File: config.mk
export PLATFORM = sky130hd
export DESIGN_NAME = cisr_row_decoder
export DESIGN_NICKNAME = d
export VERILOG_FILES = /design/src/rtl/cisr_row_decoder.sv
export SDC_FILE = /design/constraint.sdc
export NUM_CORES = 2
export LEC_CHECK = 0
export ABC_AREA = 1
export BUFFER_PORTS_ARGS = -buffer_cell sky130_fd_sc_hd__buf_2
export CORE_UTILIZATION = 50
export DETAILED_ROUTE_END_ITERATION = 10
export PLACE_DENSITY = 0.71
export SYNTH_ARGS = -nofsm -noshare
export SYNTH_HDL_FRONTEND = slang
export SYNTH_SLANG_ARGS = --single-unit
File: constraint.sdc
create_clock -name clk -period 6.95 [get_ports clk]
set_clock_uncertainty 0.15 [all_clocks]
set_input_delay 0.3475 -clock clk [delete_from_list [all_inputs] [get_ports clk]]
set_output_delay 0.3475 -clock clk [all_outputs]
set_load 0.02 [all_outputs]
File: src/rtl/cisr_row_decoder.sv
// ----------------------------------------------------------------------------
// cisr_row_decoder
//
// CISR row-index decoder. It sits between the row-length receiver, the
// value/index receiver and the multiply array. Each channel has a small
// row-length FIFO and a current-row counter. When a channel's counter runs
// out, the channel loads the next length from its FIFO and receives the next
// free row ID. For every accepted value/index beat the block emits one
// registered beat. That beat tags each lane with the row it belongs to and
// says whether the lane carries a real nonzero.
//
// The inputs are pulse-qualified and cannot be back-pressured. A FIFO
// overflow or a beat that arrives while a lane has no row to assign is
// therefore recorded in a sticky flag and the data is discarded.
//
// Optional feature (macro CISR_ROW_DEC_STATS_EN):
//   rows_issued  running total of row IDs handed out (kept across restarts)
//   beats_out    wrapping count of out_rdy pulses
//
// Ports:
//   clk                    clock
//   rst_l                  asynchronous active-low reset
//   row_len_in             one row length per channel
//   row_len_rdy            single-cycle qualifier for row_len_in
//   row_len_done           pulse: no more row lengths for this matrix
//   val_in, col_in         value / column index per lane
//   val_ind_rdy            single-cycle qualifier for val_in / col_in
//   values, col_id         registered copy of the accepted beat
//   row_id                 row owning each lane's element (0 when inactive)
//   lane_active            lane carries a real nonzero
//   out_rdy                single-cycle output qualifier
//   all_done               level: matrix fully consumed
//   row_len_fifo_overflow  sticky: a row-length beat was dropped
//   val_ind_drop           sticky: a value/index beat was dropped
// ----------------------------------------------------------------------------
module cisr_row_decoder #(
    parameter int NUM_CHANNELS       = 4,
    parameter int WORD_W             = 32,
    parameter int ROW_ID_W           = 32,
    parameter int ROW_LEN_FIFO_DEPTH = 4
) (
    input  logic                                 clk,
    input  logic                                 rst_l,
    input  logic [NUM_CHANNELS-1:0][WORD_W-1:0]  row_len_in,
    input  logic                                 row_len_rdy,
    input  logic                                 row_len_done,
    input  logic [NUM_CHANNELS-1:0][WORD_W-1:0]  val_in,
    input  logic [NUM_CHANNELS-1:0][WORD_W-1:0]  col_in,
    input  logic                                 val_ind_rdy,
    output logic [NUM_CHANNELS-1:0][WORD_W-1:0]  values,
    output logic [NUM_CHANNELS-1:0][WORD_W-1:0]  col_id,
    output logic [NUM_CHANNELS-1:0][ROW_ID_W-1:0] row_id,
    output logic [NUM_CHANNELS-1:0]              lane_active,
    output logic                                 out_rdy,
    output logic                                 all_done,
    output logic                                 row_len_fifo_overflow,
    output logic                                 val_ind_drop
`ifdef CISR_ROW_DEC_STATS_EN
    ,
    output logic [ROW_ID_W-1:0]                  rows_issued,
    output logic [31:0]                          beats_out
`endif
);

    localparam int AW = $clog2(ROW_LEN_FIFO_DEPTH);
    localparam int FW = AW + 1;

    localparam logic [1:0] ST_IDLE  = 2'd0;
    localparam logic [1:0] ST_RUN   = 2'd1;
    localparam logic [1:0] ST_DRAIN = 2'd2;
    localparam logic [1:0] ST_DONE  = 2'd3;

    // ------------------------------------------------------------------
    // State
    // ------------------------------------------------------------------
    logic [WORD_W-1:0]                      fifo_mem [NUM_CHANNELS][ROW_LEN_FIFO_DEPTH];
    logic [NUM_CHANNELS-1:0][AW-1:0]        rd_ptr;
    logic [NUM_CHANNELS-1:0][AW-1:0]        wr_ptr;
    logic [NUM_CHANNELS-1:0][FW-1:0]        fill;
    logic [NUM_CHANNELS-1:0][WORD_W-1:0]    cur_len;
    logic [NUM_CHANNELS-1:0][ROW_ID_W-1:0]  cur_row;
    logic [ROW_ID_W-1:0]                    next_row_id;
    logic                                   done_seen;
    logic [1:0]                             state;

    // ------------------------------------------------------------------
    // Per-channel decode
    // ------------------------------------------------------------------
    logic [NUM_CHANNELS-1:0]                fifo_empty;
    logic [NUM_CHANNELS-1:0]                loading;
    logic [NUM_CHANNELS-1:0]                starved;
    logic [NUM_CHANNELS-1:0]                finished;
    logic [NUM_CHANNELS-1:0]                full_after_pop;
    logic [NUM_CHANNELS-1:0][WORD_W-1:0]    head;
    logic [NUM_CHANNELS-1:0][WORD_W-1:0]    eff_len;
    logic [NUM_CHANNELS-1:0][ROW_ID_W-1:0]  eff_row;
    logic [NUM_CHANNELS-1:0][FW-1:0]        fill_after_pop;
    logic [ROW_ID_W-1:0]                    id_acc;

    always_comb begin
        // NOTE: id_acc is a running sum across the lane loop, so it must be a
        // blocking assignment; every output of this block gets a value on
        // every pass so no latch is inferred.
        id_acc = next_row_id;
        for (int c = 0; c < NUM_CHANNELS; c++) begin
            fifo_empty[c]     = (fill[c] == '0);
            head[c]           = fifo_mem[c][rd_ptr[c]];
            loading[c]        = (cur_len[c] == '0) && !fifo_empty[c];
            // Lanes loading in the same cycle take IDs in ascending lane order.
            eff_row[c]        = loading[c] ? id_acc : cur_row[c];
            if (loading[c]) begin
                id_acc = id_acc + ROW_ID_W'(1);
            end
            eff_len[c]        = loading[c] ? head[c] : cur_len[c];
            // A zero-length load still leaves the lane without an element.
            starved[c]        = (cur_len[c] == '0) && (!fifo_empty[c] || !done_seen)
                                && !(loading[c] && (head[c] != '0));
            finished[c]       = (cur_len[c] == '0) && fifo_empty[c] && done_seen;
            // The pop is taken into account before the full check, so a full
            // FIFO that is being drained this cycle still accepts a push.
            fill_after_pop[c] = fill[c] - FW'(loading[c]);
            full_after_pop[c] = (fill_after_pop[c] == FW'(ROW_LEN_FIFO_DEPTH));
        end
    end

    logic accept;
    logic push_ok;

    assign accept  = val_ind_rdy && ((state == ST_RUN) || (state == ST_DRAIN)) && !(|starved);
    assign push_ok = row_len_rdy && !(|full_after_pop);

    // ------------------------------------------------------------------
    // Control FSM
    // ------------------------------------------------------------------
    logic [1:0]          state_n;
    logic                done_seen_n;
    logic [ROW_ID_W-1:0] next_row_id_n;

    always_comb begin
        state_n       = state;
        done_seen_n   = done_seen;
        next_row_id_n = id_acc;
        case (state)
            ST_IDLE:  if (row_len_rdy) state_n = ST_RUN;
            ST_RUN:   if (row_len_done) begin
                          state_n     = ST_DRAIN;
                          done_seen_n = 1'b1;
                      end
            ST_DRAIN: if (&finished) state_n = ST_DONE;
            ST_DONE:  if (row_len_rdy) begin
                          // New matrix: row numbering restarts, flags are kept.
                          state_n       = ST_RUN;
                          done_seen_n   = 1'b0;
                          next_row_id_n = '0;
                      end
            default:  state_n = ST_IDLE;
        endcase
    end

    // ------------------------------------------------------------------
    // Row-length FIFO storage
    // ------------------------------------------------------------------
    // NOTE: the storage array has no reset; the pointers and fill counts are
    // reset, so stale entries are never read.
    always_ff @(posedge clk) begin
        for (int c = 0; c < NUM_CHANNELS; c++) begin
            if (push_ok) begin
                fifo_mem[c][wr_ptr[c]] <= row_len_in[c];
            end
        end
    end

    // ------------------------------------------------------------------
    // Sequential state and registered outputs
    // ------------------------------------------------------------------
    always_ff @(posedge clk or negedge rst_l) begin
        if (!rst_l) begin
            state                 <= ST_IDLE;
            done_seen             <= 1'b0;
            next_row_id           <= '0;
            rd_ptr                <= '0;
            wr_ptr                <= '0;
            fill                  <= '0;
            cur_len               <= '0;
            cur_row               <= '0;
            values                <= '0;
            col_id                <= '0;
            row_id                <= '0;
            lane_active           <= '0;
            out_rdy               <= 1'b0;
            all_done              <= 1'b0;
            row_len_fifo_overflow <= 1'b0;
            val_ind_drop          <= 1'b0;
        end else begin
            state       <= state_n;
            done_seen   <= done_seen_n;
            next_row_id <= next_row_id_n;
            all_done    <= (state_n == ST_DONE);
            out_rdy     <= accept;

            if (row_len_rdy && !push_ok) row_len_fifo_overflow <= 1'b1;
            if (val_ind_rdy && !accept)  val_ind_drop          <= 1'b1;

            if (accept) begin
                values <= val_in;
                col_id <= col_in;
            end

            for (int c = 0; c < NUM_CHANNELS; c++) begin
                if (loading[c]) rd_ptr[c] <= rd_ptr[c] + AW'(1);
                if (push_ok)    wr_ptr[c] <= wr_ptr[c] + AW'(1);
                fill[c]    <= fill_after_pop[c] + FW'(push_ok);
                cur_row[c] <= eff_row[c];
                if (accept && (eff_len[c] != '0)) begin
                    cur_len[c] <= eff_len[c] - WORD_W'(1);
                end else begin
                    cur_len[c] <= eff_len[c];
                end
                if (accept) begin
                    // An inactive lane in an accepted beat is always a
                    // finished channel, which reports row 0.
                    lane_active[c] <= (eff_len[c] != '0);
                    row_id[c]      <= (eff_len[c] != '0) ? eff_row[c] : '0;
                end
            end
        end
    end

`ifdef CISR_ROW_DEC_STATS_EN
    // ------------------------------------------------------------------
    // Statistics
    // ------------------------------------------------------------------
    always_ff @(posedge clk or negedge rst_l) begin
        if (!rst_l) begin
            rows_issued <= '0;
            beats_out   <= '0;
        end else begin
            // id_acc - next_row_id is the number of rows loaded this cycle.
            rows_issued <= rows_issued + (id_acc - next_row_id);
            if (accept) beats_out <= beats_out + 32'd1;
        end
    end
`endif

endmodule
# Yosys cells after proc, flatten, opt, wreduce, memory -nomap -nowiden
# Memories as Yosys holds them, arrays and structs flattened.
# Index checks and enable logic that the tools add are counted.
[classes]
n_addsub = 24
mul = 0
div = 0
n_lt_le_gt_ge = 12
eq_ne = 10
n_shift = 0
n_mux = 54
bitwise = 8
n_reduce_logical = 78
[ops]
columns = ["cell", "count"]
rows = [
  ["32-bit two-way mux", 34],
  ["128-bit two-way mux", 4],
  ["32-bit binary-select mux with 2-bit select", 4],
  ["32-bit demux with 2-bit select", 4],
  ["32-bit nonzero test", 8],
  ["32-bit by 1-bit adder with 32-bit output (second input constant)", 4],
  ["32-bit zero test", 4],
  ["32-bit by 1-bit subtractor with 32-bit output (second input constant)", 4],
  ["1-bit logical AND", 37],
  ["3-bit >= comparator (second input constant)", 8],
  ["2-bit inverter with 3-bit output", 8],
  ["2-bit by 1-bit adder with 2-bit output (second input constant)", 8],
  ["1-bit zero test", 13],
  ["3-bit by 1-bit adder with 3-bit output", 4],
  ["3-bit == test (second input constant)", 4],
  ["3-bit zero test", 4],
  ["3-bit by 1-bit < comparator with 1-bit output (second input constant)", 4],
  ["3-bit by 1-bit subtractor with 3-bit output", 4],
  ["4-bit OR reduction", 2],
  ["2-bit == test (second input constant)", 3],
  ["2-bit two-way mux", 3],
  ["2-bit case mux with 3 select lines", 1],
  ["1-bit logical OR", 5],
  ["2-bit != test (second input constant)", 2],
  ["8 further kinds", 10],
]
[word_totals]
reg_bits = 711
latchBits = 0
mem_bits_rw = 512
rom_bits = 0
input_bits = 389
out_inout_bits = 392
mem_count = 1
[mem_list]
columns = ["memory", "depth", "width", "rd", "rd_clocked_by_memory_dff", "wr", "line", "text"]
rows = [
  ["fifo_mem", 4, 128, 4, 0, 4, "76", "logic [WORD_W-1:0] fifo_mem [NUM_CHANNELS][ROW_LEN_FIFO_DEPTH];"],
]

# Longest topological paths before layout
[logic_depth]
word_depth = 13
ltp_mapped = 33
mapped_depth_nobuf = 32

# Worst setup path before layout
# OpenSTA, ideal clock, no wires.
[synth_timing]
path_type = "register -> register"
from = "reg cur_len[97] (netlist bit)"
to = "mem fifo_mem[0][0] (netlist bit), enable pin"
arrival_ns = 4.596
t_required_ns = 6.379
slack_ns = 1.782
stages_incl_launch_ff = 17
path_cell_list = "dfrtp_1 -> nor4_1 -> nand2_1 -> nor4_2 -> nand2_1 -> inv_1 -> buf_2 -> clkbuf_1 -> buf_1 -> ha_1 -> ha_1 -> xnor2_1 -> nor3_1 -> nor4_1 -> nand2_1 -> clkbuf_1 -> nor2_1"
[synth_rtl]
columns = ["item", "line", "text"]
rows = [
  ["from (decl)", "80", "logic [NUM_CHANNELS-1:0][WORD_W-1:0] cur_len;"],
  ["from (signal, indexed assignment)", "215", "cur_len[c] <= eff_len[c] - WORD_W'(1);"],
  ["from (signal, indexed assignment)", "217", "cur_len[c] <= eff_len[c];"],
  ["to (decl)", "76", ""],
]

# Final worst setup path
[layout_timing]
from = "reg cur_len[5] (netlist bit)"
to = "reg next_row_id[23]"
[layout_via]
elab_chain_len = 11
[layout_lines]
columns = ["item", "line", "text"]
rows = [
  ["32-bit zero test *", "108", "loading[c] = (cur_len[c] == '0) && !fifo_empty[c];"],
  ["1-bit logical AND *", "108", ""],
  ["32-bit two-way mux *", "111", "if (loading[c]) begin"],
  ["32-bit by 1-bit adder with 32-bit output", "112", "id_acc = id_acc + ROW_ID_W'(1);"],
  ["32-bit two-way mux *", "111", ""],
  ["32-bit by 1-bit adder with 32-bit output", "112", ""],
  ["32-bit two-way mux *", "111", ""],
  ["32-bit by 1-bit adder with 32-bit output", "112", ""],
  ["32-bit two-way mux *", "111", ""],
  ["32-bit two-way mux", "150", "ST_DONE: if (row_len_rdy) begin"],
  ["32-bit two-way mux *", "143", "case (state)"],
  ["via next_row_id_n[23]", "137", "logic [ROW_ID_W-1:0] next_row_id_n;"],
  ["to (signal assigned)", "197", "next_row_id <= next_row_id_n;"],
  ["to (decl)", "82", "logic [ROW_ID_W-1:0] next_row_id;"],
]
# The timed path passes the listed nets; every way through them passes the cells marked *.
# A chain may end at the register's enable or synchronous reset.

==> tab_implementation.tex <==
\begin{tabular}{lr}
\hline
Metric & Value \\
\hline
\multicolumn{2}{l}{\textbf{Status}} \\
Status & completed \\
\multicolumn{2}{l}{\textbf{STA}} \\
Final-report hold violation count & 0 \\
Minimum period implied by the final worst setup slack & around 5.7 ns \\
Finish-stage setup viols & 0 \\
TNS Setup & 0 ns \\
Relative slew margins & 0.177 \\
RSZ-0062 raised after global routing & false \\
Final worst slack & 1.24 ns \\
Fin crit share & 0.822 \\
Worst-Margin Slew & 1.22 ns \\
Fmax & 0.175 GHz \\
Worst hold slack across all endpoints & 0.131 ns \\
Max-slew violation count & 0 \\
\multicolumn{2}{l}{\textbf{Placement}} \\
Number of instances in the placed design & between 8,000 and 9,000 \\
Estimated wirelength of the detail-placed design & 134,000 um \\
Routability congestion estimate from global placement & 0.991 \\
Number of I/O port buffers & about 800 \\
Worst slack after detailed placement & 1.34 ns \\
\multicolumn{2}{l}{\textbf{Setup path}} \\
Maximum fanout along the worst path & 36 \\
Cell count of the worst reg-to-reg path & 25 \\
Worst Path Class, Setup & reg -> reg \\
Data required time of the worst path & 7.41 ns \\
Most used cell, CP & nand2\_1 \\
Critical path data arrival time & slightly above 6 ns \\
Highest-delay cell along the critical path & nor2\_4 \\
Kind of start point of the critical path & register \\
Register-to-register setup slack & around 1.2 ns \\
Max stage delay on crit path & 0.63 ns \\
Critical Path Sink Type & register \\
\multicolumn{2}{l}{\textbf{Clock network}} \\
CTS tree & built \\
Worst-path clk slew & 0.07 ns \\
Clock buffer depth & 3 \\
Number of levels the H-tree was split into & 4 \\
Cts repair resizes & 0 \\
Clock sink count & $\sim$1,200 \\
Number of clock buffers inserted by TritonCTS & around 130 \\
Worst skew pair latency & 0.75 ns \\
Root buffer cell & clkbuf\_16 \\
\multicolumn{2}{l}{\textbf{Synthesis}} \\
Fraction of registers with async set/reset & 0.581 \\
Primary FF master, synth & dfrtp\_1 \\
Synth Cell Area & 0.0552 mm2 \\
Count of distinct cell types in the synthesized netlist & 62 \\
Flip-flop and latch count after synthesis & roughly 1,200 \\
Number of nets in the synthesized netlist & 6,352 \\
Seq/Total Area, Yosys & 0.600 \\
Count of warnings emitted by yosys & 0 \\
Number of enable flip-flop cells after synthesis & around 510 \\
Mean cell area of the mapped netlist & 9.33 um2 \\
Synth Instances & 5,920 \\
\multicolumn{2}{l}{\textbf{Layout}} \\
Commonest non-fill, non-tap cell in the layout & nand2\_1 \\
Area added between synthesis and finish & 24.9\% \\
Final instance count without filler cells & a little under 9,000 \\
Net count, final & 7,482 \\
Commonest cells after routing, fill and taps aside & nand2\_1, buf\_2, dfrtp\_1 \\
Share of final-layout standard cells stronger than drive strength 1 & 0.179 \\
\multicolumn{2}{l}{\textbf{Detailed routing}} \\
Wire per inst & 21.6 um \\
Iteration-0 DRC Markers & 3,647 \\
Number of optimization iterations in the first detailed-route pass & 8 \\
DRT Wirelength & 186,000 um \\
Drc violations & 0 \\
Final antenna-violating net count & 0 \\
Vias after detailed routing & 46,300 \\
Post-DR vias/cell & between 5 and 6 \\
\multicolumn{2}{l}{\textbf{GRT}} \\
First-pass GRT wire length & 278,000 um \\
Overall routing resource usage & 0.330 \\
Pin count of the biggest net entering global routing & roughly 210 \\
Number of antenna violations at the first check in global routing & 10 \\
Overflow left after global routing & 0 \\
Via count of the first global-routing pass & 45,400 \\
\multicolumn{2}{l}{\textbf{Floorplan}} \\
Vert. Die Dim & 334 um \\
Initial standard-cell utilization of the core & 0.506 \\
Die width & 334 um \\
Io pins & 781 \\
Full die area & 0.112 mm2 \\
Placeable core region & 0.109 mm2 \\
Row count & 121 \\
\multicolumn{2}{l}{\textbf{Flow run}} \\
Max-cap violation count & 0 \\
\multicolumn{2}{l}{\textbf{Power and ir drop}} \\
Maximum vdd ir drop & 313 uV \\
Lkg Pwr & approximately 33 nW \\
Power per unit of standard cell area & 319 mW/mm2 \\
\multicolumn{2}{l}{\textbf{Min path}} \\
Min-delay worst type & in -> async \\
\hline
\end{tabular}
==> synthesized netlist by cell type (17+ instances only) <==
master    instances  area, um2
dfrtp_1         711      17800
nor2_4           19        214
o21bai_1         21        158
nor2_1          491       1840
a32oi_1          53        464
xor2_1          121       1060
nand4_1          69        432
buf_2            39        195
ha_1             43        538
nor2_2           41        257
xnor2_1          29        254
nor3_1           75        375
inv_1           518       1940
nand3_1         193        966
o21a_1           33        248
or2_2            32        200
o21ai_0         311       1560
nand2_2          59        369
nor4_1           49        307
nand2_1        1863       6990
buf_1            17       63.8
inv_2            29        109
edfxtp_1        512      15400
a21oi_1         219       1100
a22o_1           61        534
clkbuf_1        167        627
==> final timing paths <==
path,start,endpoint
max,cur_len[5],next_row_id[23]
min,rst_l,col_id[29]
max reg2reg,cur_len[5],next_row_id[23]
min reg2reg,col_id[102],col_id[102]
max in group asynchronous,rst_l,row_id[63]
min in group clk,val_in[78],values[78]
==> per-layer routing <==
layer  vias to the layer above  wire length (um)  GRT usage
met5                         -                42          0
met4                         6              8860      0.149
met3                       431             15400     0.0819
met2                      1849             85400      0.516
met1                     22300             76700      0.436
li1                      21700                 -          -
==> sequential cells by signal (all words and copies together), names as in the netlist <==
register	count
fifo_mem	512
col_id	128
cur_len	128
cur_row	128
row_id	128
values	128
next_row_id	32
fill	12
rd_ptr	8
wr_ptr	8
lane_active	4
state	2
all_done	1
done_seen	1
out_rdy	1
row_len_fifo_overflow	1
val_ind_drop	1
==> per-stage QoR <==
step                total power, mW  area [um2]  utilization
finish                         22.0       69000        0.632
global route                   22.9       69000        0.632
CTS                            22.0       68900        0.632
detailed placement             14.6       60600        0.555
global placement               14.6       60600        0.555
floorplan                      12.3       55200            -
==> critical path, delay by kind of cell, from the launching register on <==
| kind | cells | cell delay, ns |
|---|---|---|
| flops | 1 | 0.38 |
| fa+ha+maj | 1 | 0.18 |
| compound gates | 3 | 0.57 |
| buf+inv | 2 | 0.32 |
| simple gates | 19 | 3.95 |
==> area by class of cell <==
type	instances	area, um2
Fill cell	9046	40200
Sequential cell	1223	33200
Multi-Input combinational cell	3912	19100
Timing Repair Buffer	1226	8310
Clock buffer	180	3770
Inverter	555	2090
Tap cell	1476	1850
Clock inverter	61	666
Antenna cell	11	27.5
==> timing repair <==
item	CTS	global route
setup buffers	0	0
hold buffers	388	0
endpoints found under the hold margin	879	0
endpoints found under the setup margin	0	0
==> cell families (layout without fill, tap and decap cells) <==
family	Yosys count	count (layout)	synth area share
XOR/XNOR	151	151	0.0241
AO/OA/AOI/OAI	776	776	0.0843
buffers and inverters	785	2022	0.0551
adder cells (fa/ha/maj)	43	43	0.00974
other	0	11	0
multiplexers	2	2	0.000362
flip-flops	1223	1223	0.600
AND/OR/NAND/NOR	2940	2940	0.226
==> where the power goes <==
part	switching, mW	internal (mW)	total [mW]	leakage, nW
combinational	4.16	1.57	5.73	16.6
clock	2.96	4.23	7.19	2.19
sequential	0.604	8.49	9.09	13.8
Note: power is estimated with default switching activity, not from simulation.
